## config.mk

```make
export PLATFORM = sky130hd
export DESIGN_NAME = vx_cache_flush_ctrl
export DESIGN_NICKNAME = d
export VERILOG_FILES = /design/src/rtl/vx_cache_flush_ctrl.sv
export SDC_FILE = /design/constraint.sdc
export NUM_CORES = 1
export LEC_CHECK = 0
export CORE_AREA = 2 2 138 140
export CTS_CLUSTER_SIZE = 28
export DETAILED_ROUTE_END_ITERATION = 7
export DIE_AREA = 0 0 140 142
export PLACE_DENSITY = 0.75
export SLEW_MARGIN = 15
export SYNTH_ARGS = -nofsm -noshare
export SYNTH_HDL_FRONTEND = slang
export SYNTH_SLANG_ARGS = --single-unit
```

## constraint.sdc

```tcl
create_clock -name clk -period 1.9 [get_ports clk]
set_clock_uncertainty 0.15 [all_clocks]
set_input_delay 0.38 -clock clk [delete_from_list [all_inputs] [get_ports clk]]
set_output_delay 0.38 -clock clk [all_outputs]
set_load 0.01 [all_outputs]
```

## src/rtl/vx_cache_flush_ctrl.sv

```systemverilog
`default_nettype none
// ============================================================================
//  Module   : vx_cache_flush_ctrl
//  Purpose  : Writeback flush sequencer for one writeback-mode cache bank.
//             Walks every (line, way) slot in order. Each slot with a non-zero
//             dirty mask is written to memory as one masked write, and its
//             dirty mask is cleared only after memory accepts the write.
//  Revision : 1.0 - initial release
// ============================================================================
module vx_cache_flush_ctrl #(
    parameter  int LINES_PER_BANK = 64,
    parameter  int NUM_WAYS       = 2,
    parameter  int LINE_SIZE      = 16,
    parameter  int TAG_WIDTH      = 20,
    localparam int LINE_SEL_BITS  = $clog2(LINES_PER_BANK)
) (
    input  logic                               clk,
    input  logic                               reset_n,
    input  logic                               flush_valid,
    output logic                               flush_ready,
    output logic                               flush_busy,
    output logic                               flush_done,
    output logic                               ds_req_valid,
    input  logic                               ds_req_ready,
    output logic                               ds_req_clear,
    output logic [LINE_SEL_BITS-1:0]           ds_line_sel,
    output logic [NUM_WAYS-1:0]                ds_way_sel,
    input  logic [LINE_SIZE*8-1:0]             ds_rsp_data,
    input  logic [LINE_SIZE-1:0]               ds_rsp_byteen,
    input  logic [TAG_WIDTH-1:0]               ds_rsp_tag,
    output logic                               mem_req_valid,
    input  logic                               mem_req_ready,
    output logic [TAG_WIDTH+LINE_SEL_BITS-1:0] mem_req_addr,
    output logic [LINE_SIZE*8-1:0]             mem_req_data,
    output logic [LINE_SIZE-1:0]               mem_req_byteen
);

    localparam logic [2:0] c_ST_IDLE = 3'd0;
    localparam logic [2:0] c_ST_RD   = 3'd1;
    localparam logic [2:0] c_ST_CAP  = 3'd2;
    localparam logic [2:0] c_ST_SEND = 3'd3;
    localparam logic [2:0] c_ST_CLR  = 3'd4;
    localparam logic [2:0] c_ST_ADV  = 3'd5;
    localparam logic [2:0] c_ST_DONE = 3'd6;

    localparam int                       c_WAY_BITS  = (NUM_WAYS > 1) ? $clog2(NUM_WAYS) : 1;
    localparam logic [LINE_SEL_BITS-1:0] c_LAST_LINE = LINE_SEL_BITS'(LINES_PER_BANK - 1);

    logic [2:0]               r_state;
    logic [2:0]               w_state_nxt;
    logic [LINE_SEL_BITS-1:0] r_line;
    logic                     w_last_way;
    logic [NUM_WAYS-1:0]      w_way_oh;
    logic [LINE_SIZE*8-1:0]   r_data;
    logic [LINE_SIZE-1:0]     r_byteen;
    logic [TAG_WIDTH-1:0]     r_tag;

    // Way counter exists only for associative banks; a direct-mapped bank
    // always addresses way 0.
    generate
        if (NUM_WAYS > 1) begin : g_way_cnt
            logic [c_WAY_BITS-1:0] r_way;

            // Way index: restarts in IDLE, steps once per slot in ADV.
            always_ff @(posedge clk) begin
                if (!reset_n) begin
                    r_way <= '0;
                end else if (r_state == c_ST_IDLE) begin
                    r_way <= '0;
                end else if (r_state == c_ST_ADV) begin
                    r_way <= r_way + 1'b1;
                end
            end

            assign w_last_way = (r_way == c_WAY_BITS'(NUM_WAYS - 1));
            assign w_way_oh   = NUM_WAYS'(1) << r_way;
        end else begin : g_no_way_cnt
            assign w_last_way = 1'b1;
            assign w_way_oh   = NUM_WAYS'(1);
        end
    endgenerate

    // Line index: restarts in IDLE, steps when the way index wraps.
    always_ff @(posedge clk) begin
        if (!reset_n) begin
            r_line <= '0;
        end else if (r_state == c_ST_IDLE) begin
            r_line <= '0;
        end else if ((r_state == c_ST_ADV) && w_last_way) begin
            r_line <= r_line + 1'b1;
        end
    end

    // Next-state selection for the walk sequencer.
    always_comb begin
        w_state_nxt = r_state;
        case (r_state)
            c_ST_IDLE: if (flush_valid)   w_state_nxt = c_ST_RD;
            c_ST_RD:   if (ds_req_ready)  w_state_nxt = c_ST_CAP;
            c_ST_CAP:  w_state_nxt = (|ds_rsp_byteen) ? c_ST_SEND : c_ST_ADV;
            c_ST_SEND: if (mem_req_ready) w_state_nxt = c_ST_CLR;
            c_ST_CLR:  if (ds_req_ready)  w_state_nxt = c_ST_ADV;
            c_ST_ADV:  w_state_nxt = (w_last_way && (r_line == c_LAST_LINE)) ? c_ST_DONE : c_ST_RD;
            c_ST_DONE: w_state_nxt = c_ST_IDLE;
            default:   w_state_nxt = c_ST_IDLE;
        endcase
    end

    // State register; reset aborts any walk in progress.
    always_ff @(posedge clk) begin
        if (!reset_n) begin
            r_state <= c_ST_IDLE;
        end else begin
            r_state <= w_state_nxt;
        end
    end

    // Capture the slot contents the cycle after the read grant; they stay
    // frozen through SEND so the memory request is stable under back-pressure.
    always_ff @(posedge clk) begin
        if (!reset_n) begin
            r_data   <= '0;
            r_byteen <= '0;
            r_tag    <= '0;
        end else if (r_state == c_ST_CAP) begin
            r_data   <= ds_rsp_data;
            r_byteen <= ds_rsp_byteen;
            r_tag    <= ds_rsp_tag;
        end
    end

    assign flush_ready    = (r_state == c_ST_IDLE);
    assign flush_busy     = (r_state != c_ST_IDLE) && (r_state != c_ST_DONE);
    assign flush_done     = (r_state == c_ST_DONE);

    assign ds_req_valid   = (r_state == c_ST_RD) || (r_state == c_ST_CLR);
    assign ds_req_clear   = (r_state == c_ST_CLR);
    assign ds_line_sel    = r_line;
    // Way select is only meaningful alongside a request; it reads as zero
    // otherwise so an idle controller presents an all-quiet data-store port.
    assign ds_way_sel     = ds_req_valid ? w_way_oh : '0;

    assign mem_req_valid  = (r_state == c_ST_SEND);
    assign mem_req_addr   = {r_tag, r_line};
    assign mem_req_data   = r_data;
    assign mem_req_byteen = r_byteen;

endmodule
`default_nettype wire

```

==> results.cfg <==
[outcome]
status = finished, violations left
violations = DRC

[global_routing]
grt_usage_pct = 20.1
grt_pass1_wl_um = 31700
grt_max_degree = 88
grt.overflow.total = 0
grt_pass1_vias = 6201
antenna_found_initial = 1

[sta]
hold_viol = 0
timing.final.crit_share_pct = 99.3
rsz0062_at_grt = true
worst_pin_slew_ns = 0.394
fin_crit_ns = 1.89
setup_viol_count_final = 0
max_slew_margin_pct = 73.7
hold_slack_ns = 0.227
fmax_mhz = 530
drv_slew = 0

[placed_design]
gp_congestion = 0.897
numPortBuffers = 352
dp_cells = 1338
hpwl_um = 14700

[route]
wl_per_cell_um = 15.0
via_per_inst = 4.69
firstDrtPassIters = 8
first_iter_violations = 318
final_antenna_net_count = 0
vias = 6431
drt-total-wl_um = 20600
drc_errors = 24

[finish]
seq_area_mm2 = 0.00350
n_antenna_cell = 0
drive_gt1_share_pct = 6.86
stdcell_count = 1371
layout_common_cells = nand2_1 (334), clkdlybuf4s50_1 (305), dfxtp_1 (166)
syn2layout_area_growth_pct = 66.3
fillers = 1655
fin_nets = 1294
multi_input_area_mm2 = 0.00295
layout_commonest_cell = nand2_1

[run]
maxCapViolations = 0

[critical_path]
path_max_fanout = 8
crit_arrival_ns = 1.36
r2r_end = mem_req_data[71]
critPathTopFamily = flip-flops
crit_type = reg -> out
cp_num_buf_inv = 1
worst-r2r-cell-count = 5
regToRegSetupSlack_ns = 0.16
crit_slowest_cell = dfxtp_4
worst_setup_path_end_kind = output pin
crit_path_cell_trace = xnor2_2 > nor2_1 > and2_1 > buf_2
cpPeakStageDelay_ns = 0.40
critPathLaunch = r_state[2]
r2r_start = r_state[2]
required_ns = 1.37
cp-start-kind = flop
cp.depth = 4

[cts]
htreeDepth = 4
clk_pin_slew_ns = 0.07
cts.sinks = 174
cts_root_buf = clkbuf_16
cts_inserted_buffers = 17
clk-insertion-delay-late_ns = 0.42
tritoncts = done
cts.path.max_buffers = 2
holdBufCountCts = 0

[logic_synthesis]
async_reset_ff_share_pct = 0
synthCells = 796
synth_edf_count = 0
synth_compound_area_share_pct = 19.8
synth_top_family_by_area = simple AND/OR/NAND/NOR gates
synth_seq_area_share_pct = 52.1
ys_types = 33
yosys_warnings = 0
syn_avg_cell_area_um2 = 8.40
synthSimpleGateAreaFrac_pct = 22.2
synth_fa_ha_area_share_pct = 0.187
synth_nets = 966
syn-cell-area_mm2 = 0.00669
synth_mux_area_share_pct = 0.337
synth_xor_area_share_pct = 0.655
synth_flop_cell = dfxtp_1
yosys_register_bits = 174

[min_path]
holdCritPathClass = in -> reg
worst_hold_path.endpoint = r_state[2]
hold-path-cell-count = 2
hold_start = reset_n

[floorplanning]
die_w_um = 140
die_area_mm2 = 0.0199
initial_core_util_pct = 36.2
fp-row-count = 50
io_pins = 353
core-area_mm2 = 0.0185
die_h_um = 142

[power_and_ir_drop]
p_per_area_mw_per_mm2 = 816
peakVddDrop_mv = 0.735
p_leak_uw = 0.00439
==> per-stage QoR <==
stage | TNS (ns) | utilization (%) | power [uW] | worst slack (ns) | instance area [um^2]
floorplan | 0 | - | 4670 | 0.255 | 6690
global placement | -0.0222 | 56.7 | 5630 | -0.0222 | 10500
detailed placement | -0.0349 | 56.7 | 5650 | -0.0349 | 10500
CTS | -0.109 | 60.0 | 9180 | -0.0590 | 11100
global route | -0.0518 | 60.3 | 9460 | -0.0518 | 11100
finish | 0 | 60.3 | 9080 | 0.0140 | 11100
==> Yosys cell counts, types with 3 or more instances <==
| cell | count | area share, % |
|---|---|---|
| o21ai_0 | 8 | 0.60 |
| nand2_1 | 334 | 19 |
| a21boi_0 | 5 | 0.56 |
| nor2_1 | 10 | 0.56 |
| a21boi_1 | 160 | 18 |
| dfxtp_1 | 174 | 52 |
| buf_4 | 7 | 0.79 |
| nor4_1 | 4 | 0.37 |
| nor3_1 | 3 | 0.22 |
| nor2b_1 | 3 | 0.28 |
| clkbuf_1 | 20 | 1.1 |
| nand4_1 | 3 | 0.28 |
| xnor2_1 | 3 | 0.39 |
| buf_2 | 36 | 2.7 |
==> how the worst max path moves through the flow <==
stage	end	slack [ns]
3_3_place_gp	ds_way_sel[1]	-0.02
5_1_grt	ds_way_sel[1]	-0.05
3_5_place_dp	ds_way_sel[1]	-0.03
2_1_floorplan	flush_busy	0.26
6_report	ds_way_sel[1]	0.01
4_1_cts	ds_way_sel[1]	-0.06
==> cells by family after synthesis <==
| kind of cell | Yosys count |
|---|---|
| multiplexers | 2 |
| AND/OR/NAND/NOR | 371 |
| flip-flops | 174 |
| XOR/XNOR | 5 |
| AO/OA/AOI/OAI | 179 |
| adder cells (fa/ha/maj) | 1 |
| buffers and inverters | 64 |
==> area by class of cell <==
| class | instances | share of cell area, % |
|---|---|---|
| Clock buffer | 19 | 3.89 |
| Inverter | 1 | 0.0337 |
| Multi-Input combinational cell | 558 | 26.5 |
| Timing Repair Buffer | 372 | 34.1 |
| Clock inverter | 13 | 1.37 |
| Tap cell | 234 | 2.63 |
| Sequential cell | 174 | 31.5 |
==> metal layers <==
layer	wire length (um)	track usage, %
met1	8140	23.1
met2	9810	33.4
met4	647	8.61
met3	2010	8.08
met5	13	0
==> report_power, final <==
group	total (uW)	switching [uW]	leakage [uW]	internal, uW
Clock	3510	1540	0.000281	1970
Combinational	1620	707	0.00270	914
Sequential	3950	105	0.00141	3840
Total	9080	2350	0.00439	6720
==> worst register-to-register path, delay by kind of cell (launching register included) <==
kind / cells / cell delay, ns
buf+inv: 2 / 0.40
flops: 1 / 0.40
compound gates: 1 / 0.08
simple gates: 2 / 0.61
==> registers in the layout, indices dropped and copies added (netlist names) <==
signal           count
r_state              3
ds_line_sel          6
r_tag               20
g_way_cnt.r_way      1
mem_req_byteen      16
mem_req_data       128
==> what timing repair did <==
action	in CTS	in global routing
setup endpoints to repair	25	32
pin swaps	1	2
gates resized for setup	43	40
setup buffers	0	1
cloned	0	0
No activity file was read; power rests on OpenSTA's default activity.
